$ cat src/rtl/sample_width_adapter.sv
// Streaming multi-channel sample width converter with an output register and a 1-entry skid.
// Define SAMPLE_WIDTH_ADAPTER_ROUND_EN for round-half-up on left-justified narrowing.
module sample_width_adapter #(
    parameter int  IN_WD     = 16,
    parameter int  OUT_WD    = 24,
    parameter int  NCH       = 2,
    parameter int  LEFT_JUST = 0,
    localparam int CH_WD     = (NCH > 1) ? $clog2(NCH) : 1
) (
    input  logic              clk_i,
    input  logic              rst_i,
    input  logic              clr_i,
    input  logic              s_valid_i,
    output logic              s_ready_o,
    input  logic [IN_WD-1:0]  s_data_i,
    input  logic              s_signed_i,
    output logic              m_valid_o,
    input  logic              m_ready_i,
    output logic [OUT_WD-1:0] m_data_o,
    output logic [CH_WD-1:0]  m_chan_o,
    output logic              sat_o
);

    // Both ports: a beat transfers on a rising edge where valid and ready are both high;
    // a raised valid holds with a stable payload until it is accepted.

    localparam logic [CH_WD-1:0] CH_LAST = CH_WD'(NCH - 1);

    logic [OUT_WD-1:0] conv_data;
    logic              conv_sat;
    logic              unused_in;

    assign unused_in = ^{s_signed_i, s_data_i};

    generate
        if (OUT_WD == IN_WD) begin : g_pass
            always_comb begin
                conv_data = s_data_i;
                conv_sat  = 1'b0;
            end
        end else if (OUT_WD > IN_WD) begin : g_widen
            localparam int D = OUT_WD - IN_WD;
            if (LEFT_JUST != 0) begin : g_lj
                always_comb begin
                    conv_data = {s_data_i, {D{1'b0}}};
                    conv_sat  = 1'b0;
                end
            end else begin : g_rj
                logic ext_bit;
                assign ext_bit = s_signed_i & s_data_i[IN_WD-1];
                always_comb begin
                    conv_data = {{D{ext_bit}}, s_data_i};
                    conv_sat  = 1'b0;
                end
            end
        end else begin : g_narrow
            localparam int D = IN_WD - OUT_WD;
            if (LEFT_JUST != 0) begin : g_lj
`ifdef SAMPLE_WIDTH_ADAPTER_ROUND_EN
                localparam logic [IN_WD:0]    HALF  = (IN_WD + 1)'(1) << (D - 1);
                localparam logic [OUT_WD-1:0] MAX_S = {1'b0, {(OUT_WD-1){1'b1}}};
                logic [OUT_WD:0] rnd;
                logic            over;
                always_comb begin
                    rnd  = (OUT_WD + 1)'(({s_signed_i & s_data_i[IN_WD-1], s_data_i} + HALF) >> D);
                    // Only positive overflow is possible: a signed result with top bits 01.
                    over = s_signed_i ? (~rnd[OUT_WD] & rnd[OUT_WD-1]) : rnd[OUT_WD];
                    conv_sat  = over;
                    conv_data = rnd[OUT_WD-1:0];
                    if (over) begin
                        conv_data = s_signed_i ? MAX_S : '1;
                    end
                end
`else
                always_comb begin
                    conv_data = s_data_i[IN_WD-1:D];
                    conv_sat  = 1'b0;
                end
`endif
            end else begin : g_rj
                localparam logic [OUT_WD-1:0] MAX_S = {1'b0, {(OUT_WD-1){1'b1}}};
                localparam logic [OUT_WD-1:0] MIN_S = {1'b1, {(OUT_WD-1){1'b0}}};
                always_comb begin
                    conv_data = s_data_i[OUT_WD-1:0];
                    conv_sat  = 1'b0;
                    if (s_signed_i) begin
                        // Fits only if every bit from the kept sign position upward agrees.
                        if (s_data_i[IN_WD-1:OUT_WD-1] != {(D+1){s_data_i[IN_WD-1]}}) begin
                            conv_sat  = 1'b1;
                            conv_data = s_data_i[IN_WD-1] ? MIN_S : MAX_S;
                        end
                    end else if (|s_data_i[IN_WD-1:OUT_WD]) begin
                        conv_sat  = 1'b1;
                        conv_data = '1;
                    end
                end
            end
        end
    endgenerate

    logic              out_valid;
    logic [OUT_WD-1:0] out_data;
    logic [CH_WD-1:0]  out_chan;
    logic              skid_valid;
    logic [OUT_WD-1:0] skid_data;
    logic [CH_WD-1:0]  skid_chan;
    logic [CH_WD-1:0]  chan_cnt;
    logic              sat_q;
    logic              in_xfer;
    logic              out_free;

    assign s_ready_o = ~skid_valid & ~clr_i & ~rst_i;
    assign in_xfer   = s_valid_i & s_ready_o;
    assign out_free  = ~out_valid | m_ready_i;

    always_ff @(posedge clk_i or posedge rst_i) begin
        if (rst_i) begin
            out_valid  <= 1'b0;
            out_data   <= '0;
            out_chan   <= '0;
            skid_valid <= 1'b0;
            skid_data  <= '0;
            skid_chan  <= '0;
            chan_cnt   <= '0;
            sat_q      <= 1'b0;
        end else if (clr_i) begin
            out_valid  <= 1'b0;
            skid_valid <= 1'b0;
            chan_cnt   <= '0;
            sat_q      <= 1'b0;
        end else begin
            if (in_xfer) begin
                chan_cnt <= (chan_cnt == CH_LAST) ? '0 : chan_cnt + CH_WD'(1);
                if (conv_sat) begin
                    sat_q <= 1'b1;
                end
            end
            if (out_free) begin
                // A waiting skid entry is older than anything arriving now, so it goes first.
                if (skid_valid) begin
                    out_valid  <= 1'b1;
                    out_data   <= skid_data;
                    out_chan   <= skid_chan;
                    skid_valid <= 1'b0;
                end else if (in_xfer) begin
                    out_valid <= 1'b1;
                    out_data  <= conv_data;
                    out_chan  <= chan_cnt;
                end else begin
                    out_valid <= 1'b0;
                end
            end else if (in_xfer) begin
                skid_valid <= 1'b1;
                skid_data  <= conv_data;
                skid_chan  <= chan_cnt;
            end
        end
    end

    assign m_valid_o = out_valid;
    assign m_data_o  = out_data;
    assign m_chan_o  = out_chan;
    assign sat_o     = sat_q;

endmodule

$ cat config.mk
export PLATFORM = sky130hd
export DESIGN_NAME = sample_width_adapter
export DESIGN_NICKNAME = d
export VERILOG_FILES = /design/src/rtl/sample_width_adapter.sv
export SDC_FILE = /design/constraint.sdc
export NUM_CORES = 1
export LEC_CHECK = 0
export BUFFER_PORTS_ARGS = -buffer_cell sky130_fd_sc_hd__buf_2
export CAP_MARGIN = 20
export CORE_MARGIN = 2
export CORE_UTILIZATION = 50
export CTS_CLUSTER_SIZE = 24
export DETAILED_ROUTE_END_ITERATION = 16
export GPL_TIMING_DRIVEN = 0
export PLACE_DENSITY = 0.77
export SLEW_MARGIN = 20
export SYNTH_ARGS = -nofsm -noshare
export SYNTH_HDL_FRONTEND = slang
export SYNTH_SLANG_ARGS = --single-unit
$ cat constraint.sdc
create_clock -name clk_i -period 2.1 [get_ports clk_i]
set_input_delay 0.315 -clock clk_i [delete_from_list [all_inputs] [get_ports clk_i]]
set_output_delay 0.315 -clock clk_i [all_outputs]
set_load 0.1 [all_outputs]
==> results.md, run 1 <==
## Outcome
• status: finished with violations
• violations in the final reports: hold timing

## Route
• via count: 1103
• Detailed Routing Iterations Pass 1: 3
• average detailed-routed wire length per instance: 14.9 um
• number of nets still failing antenna checks after routing: 0
• vias per cell: 4.90
• count of unresolved DRC violations after routing: 0
• wire length after detailed routing: 3.35 mm
• number of DRC violations after detailed-routing iteration 0: 27

## Power
• power density over the cells: 1140 nW/um^2
• Final Total Pwr: 2590 uW
• maximum VDD drop: 0.590 mV
• leak pwr: 0.00111 uW

## Setup path
• launch point of the worst reg-to-reg path: m_valid_o
• path depth of the worst reg2reg path: 4
• critical setup path kind: reg2reg
• data required time at the worst endpoint: 2.35 ns
• Arrival @ worst endpoint: 2.03 ns
• CP Max Fanout: 10
• worst setup slack for register-to-register paths: 0.32 ns
• type of destination of the critical path: flop
• kind of start point of the critical path: flop
• RR Endpoint: m_data_o[3]

## Timing
• setup repair after global routing missed its margin: no
• final hold slack: -0.00619 ns
• Final period util: 84.9%
• achievable clock frequency: 0.561 GHz
• worst-case headroom to the max-slew limit: 61.1%
• Final Max Tran Viols: 0
• number of setup violations in the final report: 0
• Period minus WS final: 1.78 ns
• Least-Margin Pin Slew: 0.581 ns
• maximum clock skew at final layout: 0.0127 ns
• final count of hold timing violations: 10

## Synth
• net count of the mapped netlist: 144
• most area-hungry cell type in the Yosys netlist: sky130_fd_sc_hd__dfrtp_1
• top cells by area, synth: sky130_fd_sc_hd__dfrtp_1 (53%), sky130_fd_sc_hd__mux2_2 (30%), sky130_fd_sc_hd__mux2_4 (4.1%)
• mean cell area of the mapped netlist: 15.0 um^2
• commonest register cell after synthesis: sky130_fd_sc_hd__dfrtp_1
• Netlist cell types: 21
• register bit total from synthesis: 39
• area of the mapped netlist: 1830 um^2
• Warnings, synthesis: 0
• number of flops mapped to enable cells by yosys: 0
• top-area cell type share of the netlist area: 53.5%
• proportion of synthesized chip area in sequential cells: 53.5%
• Async S/R FF share, synth: 100%
• Gate Count Post-Synth: 122

## CTS
• clock tree from TritonCTS: built
• Resized cells post-CTS: 0
• number of hold buffers added after cts: 0
• maximum clock insertion buffer count: 2
• Sinks on Clock Net: 39
• clock latency on the worst-skew pair: 0.35 ns
• Post-CTS Setup Bufs: 0
• Num CTS Buffers: 5
• root buffer cell: sky130_fd_sc_hd__clkbuf_4
• H-Tree Depth: 2
• Clock Pin Slew Worst Setup and Hold Paths: 0.12 ns

## Floorplan
• die boundary width: 64.4 um
• area of the die: 4150 um^2
• row count: 21
• die height: 64.4 um
• I/O pin count: 50
• effective utilization at floorplan: 53.4%
• Core Box Area: 3420 um^2

## Global route
• met2 usage: 30.5%
• grt met3 use: 3.82%
• via count of the first global-routing pass: 1196
• largest net degree at the start of global routing: 23
• Overflow after GRT: 0
• grt met1 use: 23.6%
• antenna violations before repair: 0
• total global routing track utilization: 18.5%
• global-route wire length before repair: 5.78 mm
• most utilized layer in the global route result: met2

## Cells and area
• Filler Cells Inserted: 251
• post-route cell area: 2270 um^2
• Area Overhead vs Synth: 24.2%
• Final #Nets: 200
• # diodes: 0
• fraction of layout instances using a drive strength above 1: 72.1%

## Placement
• global placement routability congestion: 0.717
• total of buffers placed on input and output ports: 48
• placed wire-length estimate after detailed placement: 2.47 mm
• cell area after placement: 2180 um^2

## Run
• number of maximum-capacitance violations: 0

## Min path
• path category of the worst min-delay check: in2async

-- flip-flops by register name (all words and copies together), names as in the netlist --
register    cells
skid_valid      1
m_chan_o        1
skid_chan       1
m_valid_o       1
chan_cnt        1
m_data_o       17
skid_data      17
-- how the worst max path moves through the flow --
stage               start          end
5_1_grt         m_valid_o  m_data_o[3]
2_1_floorplan  skid_valid    skid_chan
3_5_place_dp        rst_i  m_data_o[6]
3_3_place_gp        rst_i   skid_valid
4_1_cts         m_valid_o     m_chan_o
6_report        m_valid_o  m_data_o[3]
-- power by group --
part           total [uW]  switching (uW)  internal, uW
clock                 529             248           281
combinational        1120             868           250
sequential            948            69.2           879
total                2590            1180          1410
-- layout by cell type (no fill, tap or decap), drive strengths merged --
cell and instances:
dfrtp 39, mux2 54, a211oi 1, clkinv 1
inv 2, a21oi 2, xnor2 1, buf 62
conb 1, nor3 2, bufinv 1, clkbuf 6
nor3b 1, and2 1, nor2b 1, and3 1
nand2b 2, nor2 1
-- area by class of cell --
type | instances | area, um^2 | share of cell area, %
clock buffer | 6 | 51.3 | 2.26
buffer | 13 | 111 | 4.91
sequential | 39 | 977 | 43.1
clock inverter | 2 | 35.0 | 1.55
tap | 46 | 57.6 | 2.54
multi-input combinational | 68 | 759 | 33.5
inverter | 2 | 7.51 | 0.331
timing repair buffer | 49 | 268 | 11.8
-- critical path: stages (launching register included) --
cell and delay (ns):
sky130_fd_sc_hd__dfrtp_2 0.42, sky130_fd_sc_hd__nor2b_1 0.17, sky130_fd_sc_hd__a211oi_4 0.53, sky130_fd_sc_hd__buf_8 0.22, sky130_fd_sc_hd__mux2_2 0.33
-- routing by layer --
layer,part of all wire [%],up-vias
met5,0,-
met4,2.1,0
met3,5.0,7
met2,48,33
met1,44,532
li1,-,531
-- Yosys cell counts (2+ instances only) --
cell                      instances
sky130_fd_sc_hd__mux2_2          49
sky130_fd_sc_hd__dfrtp_1         39
sky130_fd_sc_hd__buf_4            8
sky130_fd_sc_hd__mux2_4           5
sky130_fd_sc_hd__a21oi_1          2
sky130_fd_sc_hd__buf_2            2
sky130_fd_sc_hd__buf_6            2
sky130_fd_sc_hd__inv_1            2
-- cell families after synthesis --
family,share of synthesized area [%]
flops,53.5
mux,34.3
xor+xnor,0.480
buf+inv,6.31
compound gates,1.65
simple gates,3.56
other cells,0.205
-- metrics by stage --
stage | setup TNS (ns) | hold WS [ns] | utilization, % | worst slack, ns | cells
CTS | 0 | 0.00852 | 66.4 | 0.296 | 225
global route | 0 | 0.0260 | 66.4 | 0.224 | 225
floorplan | -0.558 | 0.374 | - | -0.0558 | 122
global placement | 0 | 0.483 | 63.0 | 0.0394 | 216
finish | 0 | -0.00619 | 66.4 | 0.317 | 225
detailed placement | 0 | 0.398 | 63.8 | 0.249 | 217
Power figures use the tool's default switching activity.
==> run 2, diff against run 1 <==
Clock period 2.1 ns to 1.8 ns, I/O delays scaled along.
==> run 2 against run 1 <==
Against the previous run: the flow now finishes without violations; via count is 3.4% higher; die area did not move; non-clock buffer count grew 1; clock skew grew 0.00065 ns; sequential power grew 17%; core utilization down 1.1 points; clock-buffer cell count is 1 higher; cell count rose by 0.44%; clock power down 20%; critical path type unchanged; critical endpoint is now m_data_o[2].
==> results.md, run 2 (same netlist as run 1, synthesis figures left out) <==
## Outcome
• status: completed

## CTS
• Clock Pin Slew Worst Setup and Hold Paths: 0.12 ns, about the same
• clock latency on the worst-skew pair: 0.34 ns, about the same
• H-Tree Depth: 2, unchanged
• Num CTS Buffers: 5, unchanged
• maximum clock insertion buffer count: 2, unchanged
• Sinks on Clock Net: 39, unchanged
• root buffer cell: sky130_fd_sc_hd__clkbuf_4
• clock tree from TritonCTS: built

## Global route
• largest net degree at the start of global routing: 41, +78%
• Overflow after GRT: 0, unchanged
• global-route wire length before repair: 5.60 mm, -3.0%
• total global routing track utilization: 17.7%, -0.81 points
• antenna violations before repair: 0, unchanged
• via count of the first global-routing pass: 1213, +1.4%

## Cells and area
• commonest non-fill, non-tap cells in the layout: sky130_fd_sc_hd__buf_2 (49), sky130_fd_sc_hd__mux2_2 (44), sky130_fd_sc_hd__dfrtp_1 (38), sky130_fd_sc_hd__mux2_4 (10), sky130_fd_sc_hd__buf_4 (10)
• # diodes: 0, unchanged
• Final #Nets: 201, +0.50%
• fraction of layout instances using a drive strength above 1: 71.7%, -0.40 points
• most common cell after layout, fill and taps aside: sky130_fd_sc_hd__buf_2
• Area Overhead vs Synth: 22.2%
• Filler Cells Inserted: 255, +1.6%

## Min path
• path category of the worst min-delay check: in2async

## Timing
• Final Max Tran Viols: 0, unchanged
• setup repair after global routing missed its margin: no
• Period minus WS final: 1.71 ns, -0.0686 ns
• worst-case headroom to the max-slew limit: 47.8%, -13 points
• Least-Margin Pin Slew: 0.782 ns, +0.201 ns
• maximum clock skew at final layout: 0.0133 ns, +0.000646 ns
• final hold slack: 0.107 ns, +0.113 ns
• setup slack of the critical path after layout: 0.0860 ns, -0.231 ns
• Final period util: 95.2%, +10 points
• achievable clock frequency: 0.583 GHz, +4.0%
• number of setup violations in the final report: 0, unchanged
• final count of hold timing violations: 0, -10

## Floorplan
• die height: 64.4 um, unchanged
• effective utilization at floorplan: 53.4%, unchanged
• I/O pin count: 50, unchanged
• row count: 21, unchanged
• area of the die: 4150 um^2, unchanged
• Core Box Area: 3420 um^2, unchanged
• die boundary width: 64.4 um, unchanged

## Placement
• global placement routability congestion: 0.720, +0.38%
• Worst Setup Slack post-DPL: -0.0179 ns, -0.266 ns
• placed wire-length estimate after detailed placement: 2.34 mm, -5.1%
• total of buffers placed on input and output ports: 48, unchanged

## Power
• clock network power share: 14.9%, -5.5 points
• net load switching power: 1360 uW, +15%
• power density over the cells: 1270 nW/um^2, +11%
• sequential share of power: 39.2%, +2.6 points
• maximum VDD drop: 0.821 mV, +39%
• switching part of the total power: 48.1%, +2.4 points
• Gate power share: 45.9%, +2.8 points
• internal power: 1470 uW, +4.1%
• Final Total Pwr: 2830 uW, +8.9%
• leak pwr: 0.00109 uW, -1.8%

## Setup path
• kind of start point of the critical path: flop
• type of destination of the critical path: flop
• worst setup slack for register-to-register paths: 0.09 ns, -0.23 ns
• critical path launch point: skid_valid
• data required time at the worst endpoint: 2.02 ns, -0.33 ns
• Arrival @ worst endpoint: 1.94 ns, -0.09 ns
• critical path endpoint: m_data_o[2]
• RR Endpoint: m_data_o[2]
• launch point of the worst reg-to-reg path: skid_valid
• path depth of the worst reg2reg path: 4, unchanged
• CP Max Fanout: 10, unchanged
• critical setup path kind: reg2reg

## Route
• number of nets still failing antenna checks after routing: 0, unchanged
• Detailed Routing Iterations Pass 1: 4, +1
• via count: 1141, +3.4%
• number of DRC violations after detailed-routing iteration 0: 31, +15%
• count of unresolved DRC violations after routing: 0, unchanged
• average detailed-routed wire length per instance: 14.3 um, -3.8%
• vias per cell: 5.05, +3.0%
• wire length after detailed routing: 3.24 mm, -3.4%

## Run
• number of maximum-capacitance violations: 0, unchanged

==> run 2: area by class of cell <==
type | count | area (um^2) | share of cell area [%]
Multi-Input combinational cell | 68 | 767 | 34.4
Sequential cell | 39 | 980 | 43.9
Buffer | 13 | 114 | 5.10
Timing Repair Buffer | 50 | 255 | 11.4
Tap cell | 46 | 57.6 | 2.58
Inverter | 2 | 7.51 | 0.337
Clock buffer | 7 | 45.0 | 2.02
Clock inverter | 1 | 5.00 | 0.224
==> run 2: what timing repair did <==
| action | in CTS | in global routing |
|---|---|---|
| pin swaps | 1 | 0 |
| hold endpoints to repair | 0 | 0 |
| setup endpoints to repair | 4 | 5 |
| hold buffers | 0 | 0 |
| setup buffers | 2 | 0 |
| resized for setup | 0 | 1 |
==> run 2: per-stage QoR <==
| stage | instances | cell area, um^2 | util, % | TNS, ns |
|---|---|---|---|---|
| floorplan | 122 | 1870 | - | -5.42 |
| global placement | 216 | 2160 | 63.3 | -0.365 |
| detailed placement | 216 | 2160 | 63.3 | -0.111 |
| CTS | 226 | 2230 | 65.2 | 0 |
| global route | 226 | 2230 | 65.3 | 0 |
| finish | 226 | 2230 | 65.3 | 0 |
==> run 2: per-layer routing <==
layer | vias up | part of all wire [%] | routed length (um) | global-route usage, %
met5 | - | 0 | 0 | 0
met1 | 569 | 43 | 1390 | 21.5
met4 | 0 | 1.6 | 51 | 6.38
li1 | 534 | - | - | -
met2 | 31 | 50 | 1630 | 30.5
met3 | 7 | 5.1 | 166 | 4.69
==> run 2: worst max-delay path, cell delays in order (launching register included) <==
cell	delay [ns]
sky130_fd_sc_hd__dfrtp_1	0.42
sky130_fd_sc_hd__buf_2	0.29
sky130_fd_sc_hd__clkbuf_4	0.28
sky130_fd_sc_hd__mux2_2	0.35
sky130_fd_sc_hd__mux2_2	0.26
==> run 2: worst min path at each step <==
stage	start	end	slack, ns	depth (start not counted)
floorplan	clr_i	m_valid_o	0.33	1
global placement	skid_data[12]	skid_data[12]	0.48	1
detailed placement	m_data_o[5]	m_data_o[5]	0.49	1
CTS	rst_i	m_valid_o	0.13	2
global route	s_data_i[6]	skid_data[6]	0.16	2
finish	rst_i	m_valid_o	0.11	2
==> run 2: power groups by stage <==
stage               combinational, uW  clock, uW  sequential (uW)
floorplan                         478          0             1750
CTS                              1310        441             1110
finish                           1300        422             1110
global placement                 1290          0             1110
global route                     1340        470             1130
detailed placement               1300          0             1130
==> run 3, diff against run 2 <==
Settings changed: CELL_PAD_IN_SITES_DETAIL_PLACEMENT from default to 0, CELL_PAD_IN_SITES_GLOBAL_PLACEMENT from default to 1, CORE_UTILIZATION 50 to 41, PLACE_DENSITY 0.77 to default, PLACE_DENSITY_LB_ADDON from default to 0.1.
==> run 3 against run 2 <==
Against the previous run: first-iteration DRC count up 35%; critical path type unchanged; non-clock buffer count grew 2; flip-flop and latch count stayed put; critical endpoint is now m_data_o[8]; clock power grew 27%; critical path depth is the same; core utilization decreased by 12 points.
==> results.md, run 3 (same netlist as run 1, synthesis figures left out) <==
## Timing
• Period minus WS final: 1.65 ns, -0.0668 ns
• achievable clock frequency: 0.607 GHz, +4.1%
• number of setup violations in the final report: 0, unchanged
• maximum clock skew at final layout: 0.00439 ns, -0.00893 ns
• final count of hold timing violations: 0, unchanged
• setup repair after global routing missed its margin: no
• Final Max Tran Viols: 0, unchanged
• Final period util: 91.5%, -3.7 points

## Cells and area
• post-route cell area: 2300 um^2, +3.0%
• fraction of layout instances using a drive strength above 1: 71.3%, -0.40 points
• most common cell after layout, fill and taps aside: sky130_fd_sc_hd__buf_2
• area of the multi-input gates: 767 um^2, unchanged
• Final #Nets: 203, +1.0%
• area used by sequential logic in the layout: 980 um^2, unchanged
• # diodes: 0, unchanged
• fin cells: 233, +3.1%
• commonest non-fill, non-tap cells in the layout: sky130_fd_sc_hd__buf_2 (48), sky130_fd_sc_hd__mux2_2 (44), sky130_fd_sc_hd__dfrtp_1 (38), sky130_fd_sc_hd__mux2_4 (10), sky130_fd_sc_hd__buf_4 (10)
• Filler Cells Inserted: 390, +53%
• Area Overhead vs Synth: 25.8%

## CTS
• clock tree from TritonCTS: built
• H-Tree Depth: 2, unchanged
• Clock Pin Slew Worst Setup and Hold Paths: 0.07 ns, -0.05 ns
• Num CTS Buffers: 5, unchanged
• root buffer cell: sky130_fd_sc_hd__clkbuf_8
• maximum clock insertion buffer count: 2, unchanged
• clock latency on the worst-skew pair: 0.28 ns, -0.06 ns
• Sinks on Clock Net: 39, unchanged

## Setup path
• critical setup path kind: reg2reg
• CP Max Fanout: 10, unchanged
• data required time at the worst endpoint: 1.97 ns, -0.05 ns
• type of destination of the critical path: flop
• Arrival @ worst endpoint: 1.82 ns, -0.12 ns
• kind of start point of the critical path: flop

## Route
• Detailed Routing Iterations Pass 1: 4, unchanged
• average detailed-routed wire length per instance: 14.8 um, +3.6%
• number of nets still failing antenna checks after routing: 0, unchanged
• via count: 1129, -1.1%
• wire length after detailed routing: 3.46 mm, +6.8%
• vias per cell: 4.85, -4.0%
• count of unresolved DRC violations after routing: 0, unchanged
• number of DRC violations after detailed-routing iteration 0: 42, +35%

## Global route
• antenna violations before repair: 0, unchanged
• via count of the first global-routing pass: 1270, +4.7%
• Overflow after GRT: 0, unchanged
• total global routing track utilization: 15.6%, -2.2 points
• largest net degree at the start of global routing: 33, -20%
• global-route wire length before repair: 6.02 mm, +7.5%

## Floorplan
• row count: 24, +14%
• I/O pin count: 50, unchanged
• area of the die: 5000 um^2, +21%
• Core Box Area: 4320 um^2, +27%
• die boundary width: 70.7 um, +9.8%
• effective utilization at floorplan: 42.2%, -11 points
• die height: 70.7 um, +9.8%

## Run
• number of maximum-capacitance violations: 0, unchanged

## Placement
• placed wire-length estimate after detailed placement: 2.56 mm, +9.4%
• placed cell count: 223, +3.2%
• total of buffers placed on input and output ports: 48, unchanged
• cell area after placement: 2190 um^2, +1.3%
• global placement routability congestion: 0.737, +2.4%

## Min path
• path category of the worst min-delay check: in2reg

## Power
• power density over the cells: 1280 nW/um^2, +1.4%
• maximum VDD drop: 0.570 mV, -31%
• leak pwr: 0.00111 uW, +2.0%

## Outcome
• status: completed

run 3: layout make-up:
class	instances	area share [%]
inverter	2	0.327
tap	52	2.83
timing repair buffer	52	12.4
sequential	39	42.6
multi-input combinational	68	33.4
clock buffer	7	3.32
buffer	13	5.07
run 3: final timing paths:
check	start	endpoint	slack (ns)	cells after the start
worst max-delay path	skid_valid	m_data_o[8]	0.15	4
worst min-delay path	s_data_i[7]	skid_data[7]	0.23	2
worst max register to register	skid_valid	m_data_o[8]	0.15	4
worst min register to register	m_data_o[11]	m_data_o[11]	0.50	1
max in group asynchronous	rst_i	m_valid_o	0.85	4
min in group asynchronous	rst_i	skid_data[3]	0.51	3
run 3: where the power goes:
group	switching, uW	internal [uW]
combinational	1010	295
clock	270	266
sequential	81.7	1030
run 3: through the flow:
| step | total power [uW] | util [%] | TNS [ns] | hold slack [ns] | worst slack, ns |
|---|---|---|---|---|---|
| 2_1_floorplan | 2230 | - | -5.42 | 0.329 | -0.356 |
| 3_3_place_gp | 2410 | 50.2 | -0.733 | 0.483 | -0.251 |
| 3_5_place_dp | 2440 | 50.7 | -0.393 | 0.255 | -0.0486 |
| 4_1_cts | 3000 | 53.0 | 0 | 0.217 | 0.0299 |
| 5_1_grt | 3090 | 53.1 | 0 | 0.219 | 0.0476 |
| 6_report | 2950 | 53.1 | 0 | 0.227 | 0.153 |
run 3: per-layer routing:
layer / part of all wire, % / global-route usage (%)
met5: 0 / 0
met2: 51 / 25.9
met3: 6.8 / 5.41
met1: 41 / 19.1
met4: 1.7 / 5.03
run 3: what timing repair did:
action	4_1_cts	5_1_grt
resized for setup	0	2
hold buffers	1	0
endpoints found under the hold margin	8	0
endpoints found under the setup margin	10	8
setup buffers	2	0
pin swaps	1	0
cloned	0	0
run 3: critical path, stage by stage (launching register included):
cell                       delay, ns
sky130_fd_sc_hd__dfrtp_1        0.41
sky130_fd_sc_hd__clkbuf_4       0.26
sky130_fd_sc_hd__clkbuf_4       0.25
sky130_fd_sc_hd__mux2_2         0.35
sky130_fd_sc_hd__mux2_2         0.26
